==> src/rtl/hifq_read_sequencer.sv <==
// Purpose: write pointer, fill count and read-window sequencer for the 1536x16 HF sample queue (optional HIFQ_OVERRUN_CNT_EN adds ovr_cnt).
// Latency: window starts 2 cycles after the triggering strobe; sequencing is aligned to the 1-cycle RAM read data.
// Backpressure: none, writes are never stalled; a strobe arriving while a follow-on window is already queued pulses overrun.
module hifq_read_sequencer #(
    parameter int DEPTH = 1536,
    parameter int TAPS  = 1021,
    parameter int AW    = 11
) (
    input  logic          clk,
    input  logic          rst,
    input  logic          wrt_smpl,
    output logic          we,
    output logic [AW-1:0] waddr,
    output logic [AW-1:0] raddr,
    output logic          sequencing,
    output logic          seq_first,
    output logic          seq_last,
    output logic          seq_done,
    output logic          full,
    output logic          overrun
`ifdef HIFQ_OVERRUN_CNT_EN
    ,
    output logic [7:0]    ovr_cnt
`endif
);

    localparam int CW = AW + 1;

    typedef enum logic [1:0] {ST_IDLE, ST_RUN, ST_DRAIN} state_t;

    state_t        r_state, w_state_nxt;
    logic [AW-1:0] r_wr_ptr, w_wr_ptr_nxt;
    logic [AW-1:0] r_raddr, r_rd_cnt, w_start;
    logic [CW-1:0] r_cnt, w_cnt_inc, w_start_sum;
    logic          r_pending, w_start_seq, w_busy, w_overrun;
    logic          r_seq_vld, r_seq_first, r_seq_last, r_seq_done, r_overrun;

    assign w_wr_ptr_nxt = !wrt_smpl ? r_wr_ptr :
                          (r_wr_ptr == AW'(DEPTH - 1)) ? '0 : r_wr_ptr + 1'b1;
    assign w_cnt_inc    = r_cnt + 1'b1;

    // Window start is (post-write pointer - TAPS) mod DEPTH, done as an add of DEPTH-TAPS.
    assign w_start_sum  = {1'b0, w_wr_ptr_nxt} + CW'(DEPTH - TAPS);
    assign w_start      = (w_start_sum >= CW'(DEPTH)) ? AW'(w_start_sum - CW'(DEPTH))
                                                      : w_start_sum[AW-1:0];

    assign w_busy       = (r_state != ST_IDLE);
    assign w_overrun    = wrt_smpl && w_busy && r_pending;

    always_comb begin
        w_state_nxt = r_state;
        w_start_seq = 1'b0;
        case (r_state)
            ST_IDLE: begin
                if ((wrt_smpl && (w_cnt_inc >= CW'(TAPS))) || r_pending) begin
                    w_state_nxt = ST_RUN;
                    w_start_seq = 1'b1;
                end
            end
            ST_RUN:   if (r_rd_cnt == AW'(TAPS - 1)) w_state_nxt = ST_DRAIN;
            ST_DRAIN: w_state_nxt = ST_IDLE;
            default:  w_state_nxt = ST_IDLE;
        endcase
    end

    always_ff @(posedge clk) begin
        if (rst) begin
            r_state     <= ST_IDLE;
            r_wr_ptr    <= '0;
            r_cnt       <= '0;
            r_raddr     <= '0;
            r_rd_cnt    <= '0;
            r_pending   <= 1'b0;
            r_seq_vld   <= 1'b0;
            r_seq_first <= 1'b0;
            r_seq_last  <= 1'b0;
            r_seq_done  <= 1'b0;
            r_overrun   <= 1'b0;
        end else begin
            r_state <= w_state_nxt;
            if (wrt_smpl) begin
                r_wr_ptr <= w_wr_ptr_nxt;
                if (r_cnt != CW'(DEPTH)) r_cnt <= w_cnt_inc;
            end
            if (w_start_seq) begin
                r_raddr  <= w_start;
                r_rd_cnt <= '0;
            end else if (r_state == ST_RUN) begin
                r_raddr  <= (r_raddr == AW'(DEPTH - 1)) ? '0 : r_raddr + 1'b1;
                r_rd_cnt <= r_rd_cnt + 1'b1;
            end
            // A strobe while busy queues exactly one follow-on window.
            if (wrt_smpl && w_busy)
                r_pending <= 1'b1;
            else if (w_start_seq)
                r_pending <= 1'b0;
            r_seq_vld   <= (r_state == ST_RUN);
            r_seq_first <= (r_state == ST_RUN) && (r_rd_cnt == '0);
            r_seq_last  <= (r_state == ST_RUN) && (r_rd_cnt == AW'(TAPS - 1));
            r_seq_done  <= r_seq_last;
            r_overrun   <= w_overrun;
        end
    end

`ifdef HIFQ_OVERRUN_CNT_EN
    logic [7:0] r_ovr_cnt;

    always_ff @(posedge clk) begin
        if (rst)
            r_ovr_cnt <= '0;
        else if (w_overrun && (r_ovr_cnt != 8'hFF))
            r_ovr_cnt <= r_ovr_cnt + 1'b1;
    end

    assign ovr_cnt = r_ovr_cnt;
`endif

    assign we         = wrt_smpl;
    assign waddr      = r_wr_ptr;
    assign raddr      = r_raddr;
    assign sequencing = r_seq_vld;
    assign seq_first  = r_seq_first;
    assign seq_last   = r_seq_last;
    assign seq_done   = r_seq_done;
    assign full       = (r_cnt == CW'(DEPTH));
    assign overrun    = r_overrun;

endmodule
==> config.mk <==
export PLATFORM = sky130hd
export DESIGN_NAME = hifq_read_sequencer
export DESIGN_NICKNAME = d
export VERILOG_FILES = /design/src/rtl/hifq_read_sequencer.sv
export SDC_FILE = /design/constraint.sdc
export NUM_CORES = 1
export LEC_CHECK = 0
export CORE_UTILIZATION = 30
export DETAILED_ROUTE_END_ITERATION = 8
export PLACE_DENSITY = 0.55
export SYNTH_ARGS = -nofsm -noshare
export SYNTH_HDL_FRONTEND = slang
export SYNTH_SLANG_ARGS = --single-unit
export TNS_END_PERCENT = 5
==> constraint.sdc <==
create_clock -name clk -period 2.8 [get_ports clk]
set_input_delay 0.56 -clock clk [delete_from_list [all_inputs] [get_ports clk]]
set_output_delay 0.56 -clock clk [all_outputs]
set_load 0.005 [all_outputs]
Word level (Yosys, flattened, before mapping)
Cells that the tools add are included.
{ "classes": {"add_sub_neg": 6, "order_cmp": 2, "eq_ne": 8, "n_mux": 13, "reduce_logical": 14} }
{ "op_table": {"columns": ["op", "n"], "rows": [
  ["2-to-1 mux 11 bit", 6],
  ["adder 11 x 1 -> 11 bit (second input constant)", 3],
  ["== test 11 bit (second input constant)", 2],
  ["adder 11 x 10 -> 12 bit (second input constant)", 1],
  ["adder 12 x 1 -> 12 bit (second input constant)", 1],
  ["== test 12 x 11 -> 1 bit (second input constant)", 1],
  [">= comparator 12 x 10 -> 1 bit (second input constant)", 1],
  [">= comparator 12 x 11 -> 1 bit (second input constant)", 1],
  ["!= test 12 x 11 -> 1 bit (second input constant)", 1],
  ["== test 11 x 10 -> 1 bit (second input constant)", 1],
  ["zero test 11 bit", 1],
  ["subtractor 11 bit (second input constant)", 1],
  ["nonzero test 2 bit", 3],
  ["logical AND 1 bit", 5],
  ["2-to-1 mux 1 bit", 4],
  ["2-to-1 mux 2 bit", 2],
  ["!= test 2 bit (second input constant)", 2],
  ["case mux 2 bit (2 select lines)", 1],
  ["AND reduction 2 bit", 2],
  ["== test 2 x 1 -> 1 bit (second input constant)", 1],
  ["zero test 2 bit", 1],
  ["OR reduction 2 bit", 1],
  ["logical OR 1 bit", 1]
]} }
{ "totals": {"regBits": 53, "output_inout_bits": 29, "elab_cells": 54} }

Depth between registers and ports, before layout
Gate-level depths: netlist of run 1.
{ "logic_depth": {"ltp_word": 8, "mapped_depth": 14, "depth_no_buf": 12} }

Worst setup path after synthesis of run 1
Ideal clock, no wire load.
{ "synth_timing": {"path_kind": "register to register", "from": "register r_wr_ptr[0] (netlist: waddr[0])", "to": "register r_raddr[10] (netlist: raddr[10])", "setup_time_ns": 0.071, "arrival_time_ns": 2.757, "t_required_ns": 2.729, "path_slack_ns": -0.028, "path_stages_with_launch": 14, "path_buffers": 2, "period_less_slack_ns": 2.828, "path_cell_list": "dfxtp_1 -> ha_1 -> clkbuf_1 -> nand2_1 -> nor2_1 -> a211oi_1 -> a21oi_1 -> ha_1 -> or3_1 -> buf_2 -> or3_1 -> a2111oi_2 -> o31ai_1 -> a21oi_1"} }
{ "synth_between": {"elab_chain_cells": 7} }
{ "synth_rtl": {"columns": ["item", "line", "source"], "rows": [
  ["start: declaration", "32", "logic [AW-1:0] r_wr_ptr, w_wr_ptr_nxt;"],
  ["start signal: assignment", "82", "r_wr_ptr <= w_wr_ptr_nxt;"],
  ["adder 11 x 1 -> 11 bit / == test 11 bit (equally long branches)", "39", "(r_wr_ptr == AW'(DEPTH - 1)) ? '0 : r_wr_ptr + 1'b1;"],
  ["2-to-1 mux 11 bit", "39", null],
  ["2-to-1 mux 11 bit *", "38", "assign w_wr_ptr_nxt = !wrt_smpl ? r_wr_ptr :"],
  ["adder 11 x 10 -> 12 bit *", "43", "assign w_start_sum = {1'b0, w_wr_ptr_nxt} + CW'(DEPTH - TAPS);"],
  ["subtractor 11 bit / >= comparator 12 x 11 -> 1 bit (equally long branches)", "44", "assign w_start = (w_start_sum >= CW'(DEPTH)) ? AW'(w_start_sum - CW'(DEPTH))"],
  ["2-to-1 mux 11 bit *", "44", null],
  ["2-to-1 mux 11 bit *", "85", "if (w_start_seq) begin"],
  ["end signal: assignment", "86", "r_raddr <= w_start;"],
  ["end signal: assignment", "89", "r_raddr <= (r_raddr == AW'(DEPTH - 1)) ? '0 : r_raddr + 1'b1;"],
  ["end: declaration", "33", "logic [AW-1:0] r_raddr, r_rd_cnt, w_start;"]
]} }
Mark *: on every way between the ends. The rest lies on a longest branch, timed or not.
A chain may end at the register's enable or synchronous reset.

Worst setup path in the final report of run 1
Ends and elaborated chain as after synthesis.

==> results of run 1 <==
## registers in the layout, indices dropped and copies added, names as in the netlist
signal and flops:
overrun 1, r_cnt 12, r_pending 1, r_rd_cnt 11
r_state 2, raddr 11, seq_done 1, seq_first 1
seq_last 1, sequencing 1, waddr 11
## cells by family (layout without fill, tap and decap cells)
group                      count (synthesis)  after routing
AOI/OAI and AO/OA                         67             67
xor gates and xnor gates                  35             35
adders and majority gates                  8              8
buffers and inverters                     29             85
DFF                                       53             53
muxes                                      5              5
and+or+nand+nor                          183            183
## where the power goes
group          internal, mW  switching (mW)  total (mW)
clock                 0.179           0.283       0.462
combinational        0.0384          0.0495      0.0880
sequential            0.759         0.00813       0.767
total                 0.976           0.341        1.32
## worst max-delay path by stage
stage	startpoint	to	slack (ns)	cells past startpoint
after floorplan	waddr[1]	raddr[10]	0.02	13
after global placement	wrt_smpl	raddr[10]	-0.23	10
after detailed placement	wrt_smpl	raddr[10]	-0.27	10
after CTS	wrt_smpl	raddr[10]	0.05	10
after global routing	waddr[0]	raddr[10]	-0.02	11
final	waddr[0]	raddr[10]	0.19	11
## Yosys cell counts (2+ instances only)
cell type  count  share of area (%)
a211oi_1       5                1.3
a21o_1         2               0.50
a21oi_1       20                3.3
a22oi_1        2               0.50
a31oi_1        3               0.63
a32oi_1        2               0.58
and2_1         5                1.0
and3_1         4               0.83
buf_2          5               0.83
clkbuf_1      13                1.6
dfxtp_1       53                 35
ha_1           8                3.3
inv_1          9                1.1
mux2_2         2               0.75
mux2i_1        3                1.0
nand2_1       38                4.8
nand2b_1       2               0.42
nand3_1       21                3.5
nand4_1       11                2.3
nand4b_1       3               0.88
nor2_1        52                6.5
nor2b_1        5                1.0
nor3_1        16                2.7
nor3b_1        4                1.0
nor4_1         7                1.5
o211a_1        2               0.67
o21ai_0       11                1.8
o22ai_1        4               0.83
o311a_1        2               0.67
o31a_1         2               0.58
o31ai_1        2               0.50
or3_1          8                1.7
or4_1          3               0.75
xnor2_1       13                3.8
xor2_1        22                6.4
## per-layer routing
| layer | share of wire [%] | GRT usage [%] |
|---|---|---|
| met4 | 1.4 | 4.29 |
| met5 | 0 | 0 |
| met2 | 46 | 26.5 |
| met3 | 3.5 | 2.87 |
| met1 | 49 | 20.9 |
## per-stage QoR
stage                     hold WS, ns  total power, mW
after global routing            0.510             1.37
final                           0.488             1.32
after CTS                       0.489             1.33
after floorplan                 0.441            0.831
after global placement          0.477            0.871
after detailed placement        0.473            0.873
## cell type report
| class | instances | area (µm²) | area share (%) |
|---|---|---|---|
| multi-input combinational | 298 | 1830 | 48.5 |
| tap | 133 | 166 | 4.41 |
| clock inverter | 3 | 21.3 | 0.563 |
| sequential | 53 | 1060 | 28.2 |
| inverter | 9 | 33.8 | 0.895 |
| timing repair buffer | 68 | 591 | 15.6 |
| clock buffer | 5 | 68.8 | 1.82 |
## timing repair
item	CTS	global route
hold endpoints to repair	0	0
resized for setup	0	5
setup endpoints to repair	0	13
==> impl_metrics.sql, run 1 <==
INSERT INTO impl_metrics (metric_group, metric, value, unit) VALUES
('worst_setup_path', 'r2r_end', 'raddr[10]', ''),
('floorplan', 'die-width', '102', 'µm'),
('timing', 'report.final.hold_viol_count', '0', ''),
('logic_synthesis', 'post_synth_xor_area_fraction', '10.2', '%'),
('detailed_routing', 'drt_iter0_drc', '135', ''),
('worst_setup_path', 'slowest_delay', '0.39', 'ns'),
('global_routing', 'grt_overflow', '0', ''),
('detailed_routing', 'antenna_left', '0', ''),
('logic_synthesis', 'syn-mean-instance-area', '7.89', 'µm²'),
('logic_synthesis', 'synth_adder_area_share', '3.34', '%'),
('timing', 'post-route-worst-setup-slack', '0.187', 'ns'),
('cts', 'cts-root-to-sink-buffers', '2', ''),
('logic_synthesis', 'muxShareOfSynthArea', '1.75', '%'),
('logic_synthesis', 'count_of_warnings_emitted_by_yosys', '0', ''),
('logic_synthesis', 'postSynth.asyncResetShare', '0', '%'),
('floorplan', 'core_area', '9730', 'µm²'),
('cts', 'clock_buffers_created_by_tritoncts', '5', ''),
('logic_synthesis', 'syn-instance-count', '380', ''),
('logic_synthesis', 'postSynth.topFlopCell', 'dfxtp_1', ''),
('worst_setup_path', 'critPathKind', 'reg -> reg', ''),
('detailed_routing', 'total_length_of_routed_wires', '7930', 'µm'),
('timing', 'min_period_over_period', '93.3', '%'),
('worst_hold_path', 'hold_path_class', 'reg -> reg', ''),
('layout', 'num-fill-cells', '1072', ''),
('worst_setup_path', 'path_cells', 'ha_1 > nand2_1 > nor2_1 > a211oi_2 > a21oi_1 > ha_1 > or3_1 > or3_1 > a2111oi_2 > o31ai_1 > a21oi_1', ''),
('global_routing', 'grt_first_pass_wirelength', '13000', 'µm'),
('power_and_ir_drop', 'worst_case_vdd_ir_drop', '196', 'µV'),
('worst_setup_path', 'worst-endpoint-arrival', '2.86', 'ns'),
('timing', 'clock.fmax', '383', 'MHz'),
('worst_setup_path', 'worst_r2r_startpoint', 'waddr[0]', ''),
('worst_hold_path', 'worst_hold_startpoint', 'seq_last', ''),
('logic_synthesis', 'largest_family_of_logic_cells_by_synthesized_area', 'simple AND/OR/NAND/NOR gates', ''),
('cts', 'cts_h_tree_depth', '2', ''),
('logic_synthesis', 'yosysSeqAreaShare', '35.4', '%'),
('outcome', 'run_status', 'finished clean', ''),
('cts', 'clkTransAtPathRegs', '0.11', 'ns'),
('global_routing', 'number_of_global_route_vias_before_repair', '2741', ''),
('layout', 'fraction_of_layout_instances_using_a_drive_strength_above_1', '12.6', '%'),
('cts', 'clock-root-buffer', 'clkbuf_8', ''),
('power_and_ir_drop', 'power_per_cell_area', '349', 'nW/µm²'),
('place', 'dp_cells', '561', ''),
('worst_setup_path', 'timing.critical_path.required', '3.05', 'ns'),
('detailed_routing', 'routed-via-count', '2912', ''),
('layout', 'layout-area-overhead-vs-synth', '26.0', '%'),
('logic_synthesis', 'synth.ff_latch_count', '53', ''),
('worst_setup_path', 'timing.critical_path.max_delay_family', 'simple AND/OR/NAND/NOR gates', ''),
('floorplan', 'die-height', '102', 'µm'),
('layout', 'number_of_standard_cells_in_the_final_layout_excluding_fillers', '569', ''),
('floorplan', 'initial_utilization', '30.8', '%'),
('detailed_routing', 'vias_per_cell', '5.12', ''),
('worst_setup_path', 'reg2regPathDepth', '11', ''),
('place', 'io_buffer_count', '31', ''),
('layout', 'final_core_util', '38.8', '%'),
('detailed_routing', 'detail_route.drc_violations', '0', ''),
('layout', 'final_cell_area', '3780', 'µm²'),
('worst_setup_path', 'r2r_slack', '0.19', 'ns'),
('timing', 'timing.final.max_slew_violations', '0', ''),
('place', 'placement.setup.worst_slack', '-0.267', 'ns'),
('cts', 'cts.sinks', '53', ''),
('layout', 'diodes', '0', ''),
('logic_synthesis', 'synth-simple-area-share', '30.5', '%'),
('logic_synthesis', 'synth.net_count', '391', ''),
('timing', 'timing.final.setup_violations', '0', ''),
('worst_hold_path', 'whs_path_depth', '1', ''),
('timing', 'slew_headroom', '64.3', '%'),
('timing', 'timing.setup.tns', '0', 'ns'),
('logic_synthesis', 'syn_area', '3000', 'µm²'),
('global_routing', 'grt_max_degree', '24', ''),
('place', 'place_hpwl', '5790', 'µm'),
('layout', 'layout_commonest_cell', 'nor2_1', ''),
('floorplan', 'placement_rows', '36', '');
Note: power is estimated with default switching activity, not from simulation.
==> inputs of run 2 (changes only) <==
--- a/config.mk
+++ b/config.mk
@@ -5,9 +5,10 @@
 export SDC_FILE = /design/constraint.sdc
 export NUM_CORES = 1
 export LEC_CHECK = 0
-export CORE_UTILIZATION = 30
+export ABC_AREA = 1
+export CORE_UTILIZATION = 49
 export DETAILED_ROUTE_END_ITERATION = 8
-export PLACE_DENSITY = 0.55
+export PLACE_DENSITY = 0.79
 export SYNTH_ARGS = -nofsm -noshare
 export SYNTH_HDL_FRONTEND = slang
 export SYNTH_SLANG_ARGS = --single-unit
==> impl_metrics.sql, run 2 <==
INSERT INTO impl_metrics (metric_group, metric, value, unit) VALUES
('timing', 'worstMarginPinSlew', '0.521', 'ns'),
('power_and_ir_drop', 'power.sequential.fraction', '51.3', '%'),
('floorplan', 'initial_utilization', '50.6', '%'),
('power_and_ir_drop', 'clock_power_share', '34.5', '%'),
('layout', 'number_of_standard_cells_in_the_final_layout_excluding_fillers', '559', ''),
('layout', 'finish.net_count', '492', ''),
('floorplan', 'io_pins', '32', ''),
('layout', 'flip_flop_count_of_the_largest_register_all_copies_and_words_added', '12', ''),
('detailed_routing', 'drt_iter0_drc', '138', ''),
('global_routing', 'antenna_found_initial', '0', ''),
('global_routing', 'grt_overflow', '0', ''),
('logic_synthesis', 'synth_area_leader_cell', 'dfxtp_1', ''),
('layout', 'leading_cell_types_in_the_layout_fill_and_taps_excluded', '84 x nand2_1, 56 x nor2_1, 55 x inv_1, 53 x dfxtp_1, 31 x clkdlybuf4s50_1', ''),
('layout', 'largest_register', 'r_cnt', ''),
('timing', 'rsz0062_at_grt', 'false', ''),
('layout', 'layout-area-overhead-vs-synth', '15.0', '%'),
('global_routing', 'grt_use_total', '20.5', '%'),
('logic_synthesis', 'largest_family_of_logic_cells_by_synthesized_area', 'simple AND/OR/NAND/NOR gates', ''),
('place', 'place_hpwl', '5130', 'µm'),
('logic_synthesis', 'synthMostInstantiatedCell', 'nand2_1', ''),
('layout', 'final_cell_area', '3690', 'µm²'),
('detailed_routing', 'routed-via-count', '2923', ''),
('cts', 'cts.sinks', '53', ''),
('logic_synthesis', 'synth_adder_area_share', '3.12', '%'),
('logic_synthesis', 'syn-mean-instance-area', '7.17', 'µm²'),
('cts', 'clkTransAtPathRegs', '0.11', 'ns'),
('worst_setup_path', 'worst-endpoint-arrival', '2.75', 'ns'),
('logic_synthesis', 'muxShareOfSynthArea', '0', '%'),
('logic_synthesis', 'synth-simple-area-share', '36.4', '%'),
('power_and_ir_drop', 'net-switching-power', '441', 'µW'),
('floorplan', 'die-width', '83.0', 'µm'),
('global_routing', 'grt_first_pass_wirelength', '11800', 'µm'),
('logic_synthesis', 'yosysTopAreaCellShare', '33.0', '%'),
('timing', 'timing.setup.tns', '0', 'ns'),
('logic_synthesis', 'syn-instance-count', '448', ''),
('power_and_ir_drop', 'internal_power_component', '1.15', 'mW'),
('worst_setup_path', 'critical_path_peak_fanout', '8', ''),
('logic_synthesis', 'synth.ff_latch_count', '53', ''),
('layout', 'layout_commonest_cell', 'nand2_1', ''),
('logic_synthesis', 'syn_area', '3210', 'µm²'),
('layout', 'fraction_of_layout_instances_using_a_drive_strength_above_1', '13.9', '%'),
('timing', 'skew', '0.0126', 'ns'),
('floorplan', 'core_area', '6350', 'µm²'),
('worst_setup_path', 'timing.critical_path.required', '3.05', 'ns'),
('cts', 'clk_latency', '0.32', 'ns'),
('timing', 'timing.final.max_slew_violations', '0', ''),
('cts', 'cts_repair_resize_count', '0', ''),
('power_and_ir_drop', 'power_frac_comb', '14.2', '%'),
('place', 'finalWeightedCongestion', '0.874', ''),
('detailed_routing', 'total_length_of_routed_wires', '6760', 'µm'),
('worst_hold_path', 'hold_path_class', 'reg -> reg', ''),
('cts', 'clock_buffers_created_by_tritoncts', '5', ''),
('timing', 'timing.final.setup_violations', '0', ''),
('timing', 'slew_headroom', '64.9', '%'),
('timing', 'report.final.hold_viol_count', '0', ''),
('power_and_ir_drop', 'worst_case_vdd_ir_drop', '288', 'µV'),
('worst_setup_path', 'startpoint_kind_of_the_worst_setup_timing_path', 'primary input', ''),
('timing', 'finalWorstPathRequiredPeriod', '2.49', 'ns'),
('worst_setup_path', 'critPathKind', 'in -> reg', ''),
('logic_synthesis', 'synth.net_count', '459', ''),
('timing', 'min_period_over_period', '89.1', '%'),
('timing', 'clock.fmax', '401', 'MHz'),
('detailed_routing', 'vias_per_cell', '5.23', ''),
('detailed_routing', 'antenna_left', '0', ''),
('place', 'io_buffer_count', '31', ''),
('cts', 'tritoncts_clock_tree', 'done', ''),
('detailed_routing', 'detail_route.drc_violations', '0', ''),
('global_routing', 'grt_max_degree', '23', ''),
('flow_run', 'cap_viol_max_count', '0', ''),
('logic_synthesis', 'yosysSeqAreaShare', '33.0', '%'),
('cts', 'cts_h_tree_depth', '2', ''),
('logic_synthesis', 'area_fraction_in_compound_gates_after_synthesis', '11.3', '%'),
('cts', 'cts_hold_repair.buffers', '0', ''),
('logic_synthesis', 'post_synth_xor_area_fraction', '5.96', '%'),
('outcome', 'run_status', 'finished clean', ''),
('worst_setup_path', 'critPathCaptureType', 'register', ''),
('place', 'dp_cells', '551', ''),
('logic_synthesis', 'synth.area.top_cells', 'dfxtp_1 33%, nand2_1 9.8%, nor2_1 6.5%', ''),
('layout', 'diodes', '0', ''),
('power_and_ir_drop', 'p_sw_share', '27.7', '%'),
('logic_synthesis', 'postSynth.topFlopCell', 'dfxtp_1', ''),
('logic_synthesis', 'synth_edf_count', '0', ''),
('detailed_routing', 'drt_first_pass_iters', '5', ''),
('logic_synthesis', 'postSynth.asyncResetShare', '0', '%'),
('logic_synthesis', 'post_synth_num_cell_types', '45', ''),
('floorplan', 'placement_rows', '29', ''),
('place', 'detailed_place.area', '3580', 'µm²'),
('power_and_ir_drop', 'power_per_cell_area', '431', 'nW/µm²'),
('floorplan', 'die-area', '6880', 'µm²'),
('cts', 'cts-root-to-sink-buffers', '2', ''),
('cts', 'clock-root-buffer', 'clkbuf_8', ''),
('cts', 'cts_post_setup_buffers_inserted', '0', ''),
('logic_synthesis', 'count_of_warnings_emitted_by_yosys', '0', ''),
('logic_synthesis', 'synth_commonest_cells', '84 x nand2_1, 56 x nor2_1, 55 x inv_1, 53 x dfxtp_1, 25 x nand3_1', ''),
('power_and_ir_drop', 'leakage', '1.49', 'nW'),
('floorplan', 'die-height', '83.0', 'µm'),
('detailed_routing', 'wire_per_inst', '12.1', 'µm'),
('global_routing', 'number_of_global_route_vias_before_repair', '2636', '');
## run 2: per-layer routing
metal	vias up	part of all wire (%)	GRT usage, %
li1	1517	-	-
met1	1322	49	29.4
met2	76	45	31.6
met3	8	4.9	3.18
met4	0	1.3	5.96
met5	-	0	0
## run 2: power groups by stage
stage	Sequential, mW	Clock, mW	Combinational (mW)
3_3_place_gp	0.832	0	0.218
5_1_grt	0.823	0.591	0.255
3_5_place_dp	0.834	0	0.225
6_report	0.817	0.549	0.226
2_1_floorplan	0.826	0	0.162
4_1_cts	0.817	0.558	0.226
## run 2: metrics by stage
| stage | util, % | setup WS [ns] | power [mW] | hold WS [ns] |
|---|---|---|---|---|
| after floorplan | - | 0.716 | 0.988 | 0.420 |
| after CTS | 58.2 | 0.313 | 1.60 | 0.430 |
| final | 58.2 | 0.306 | 1.59 | 0.428 |
| after global placement | 56.4 | 0.0583 | 1.05 | 0.413 |
| after global routing | 58.2 | 0.140 | 1.67 | 0.458 |
| after detailed placement | 56.4 | 0.00964 | 1.06 | 0.415 |
## run 2: path summary, 6_finish.rpt
check	startpoint	to	slack [ns]	cells past startpoint
worst max register to register	raddr[0]	raddr[0]	0.44	14
worst min-delay path	seq_last	seq_done	0.43	2
worst max-delay path	wrt_smpl	raddr[9]	0.31	16
worst min register to register	seq_last	seq_done	0.43	2
## run 2: cells by family after synthesis
group / Yosys count
flops: 53
simple gates: 231
compound gates: 60
fa+ha+maj: 8
buf+inv: 75
xor+xnor: 21
## run 2: area by class of cell
| cell class | count | area [µm²] |
|---|---|---|
| Clock buffer | 5 | 68.8 |
| Clock inverter | 3 | 47.5 |
| Fill cell | 551 | 2660 |
| Inverter | 65 | 246 |
| Multi-Input combinational cell | 320 | 1830 |
| Sequential cell | 53 | 1060 |
| Tap cell | 77 | 96.3 |
| Timing Repair Buffer | 36 | 348 |
## run 2: critical path: stages
cell	delay [ns]
clkdlybuf4s50_1	0.62
inv_2	0.07
nor2_1	0.18
a21oi_4	0.10
ha_1	0.23
nor2_1	0.13
nand3_2	0.13
nor2_4	0.17
nand3_2	0.11
nand2_1	0.07
nand2_1	0.06
nand2_1	0.06
nand2_1	0.05
nand2_1	0.06
nand2_1	0.05
a21oi_2	0.10
==> inputs of run 3 (changes only) <==
--- a/config.mk
+++ b/config.mk
@@ -6,6 +6,7 @@
 export NUM_CORES = 1
 export LEC_CHECK = 0
 export ABC_AREA = 1
+export ABC_CLOCK_PERIOD_IN_PS = 2800
 export CORE_UTILIZATION = 49
 export DETAILED_ROUTE_END_ITERATION = 8
 export PLACE_DENSITY = 0.79
==> results of run 3 <==
The final DEF is identical to that of run 2; final timing and power are the same.
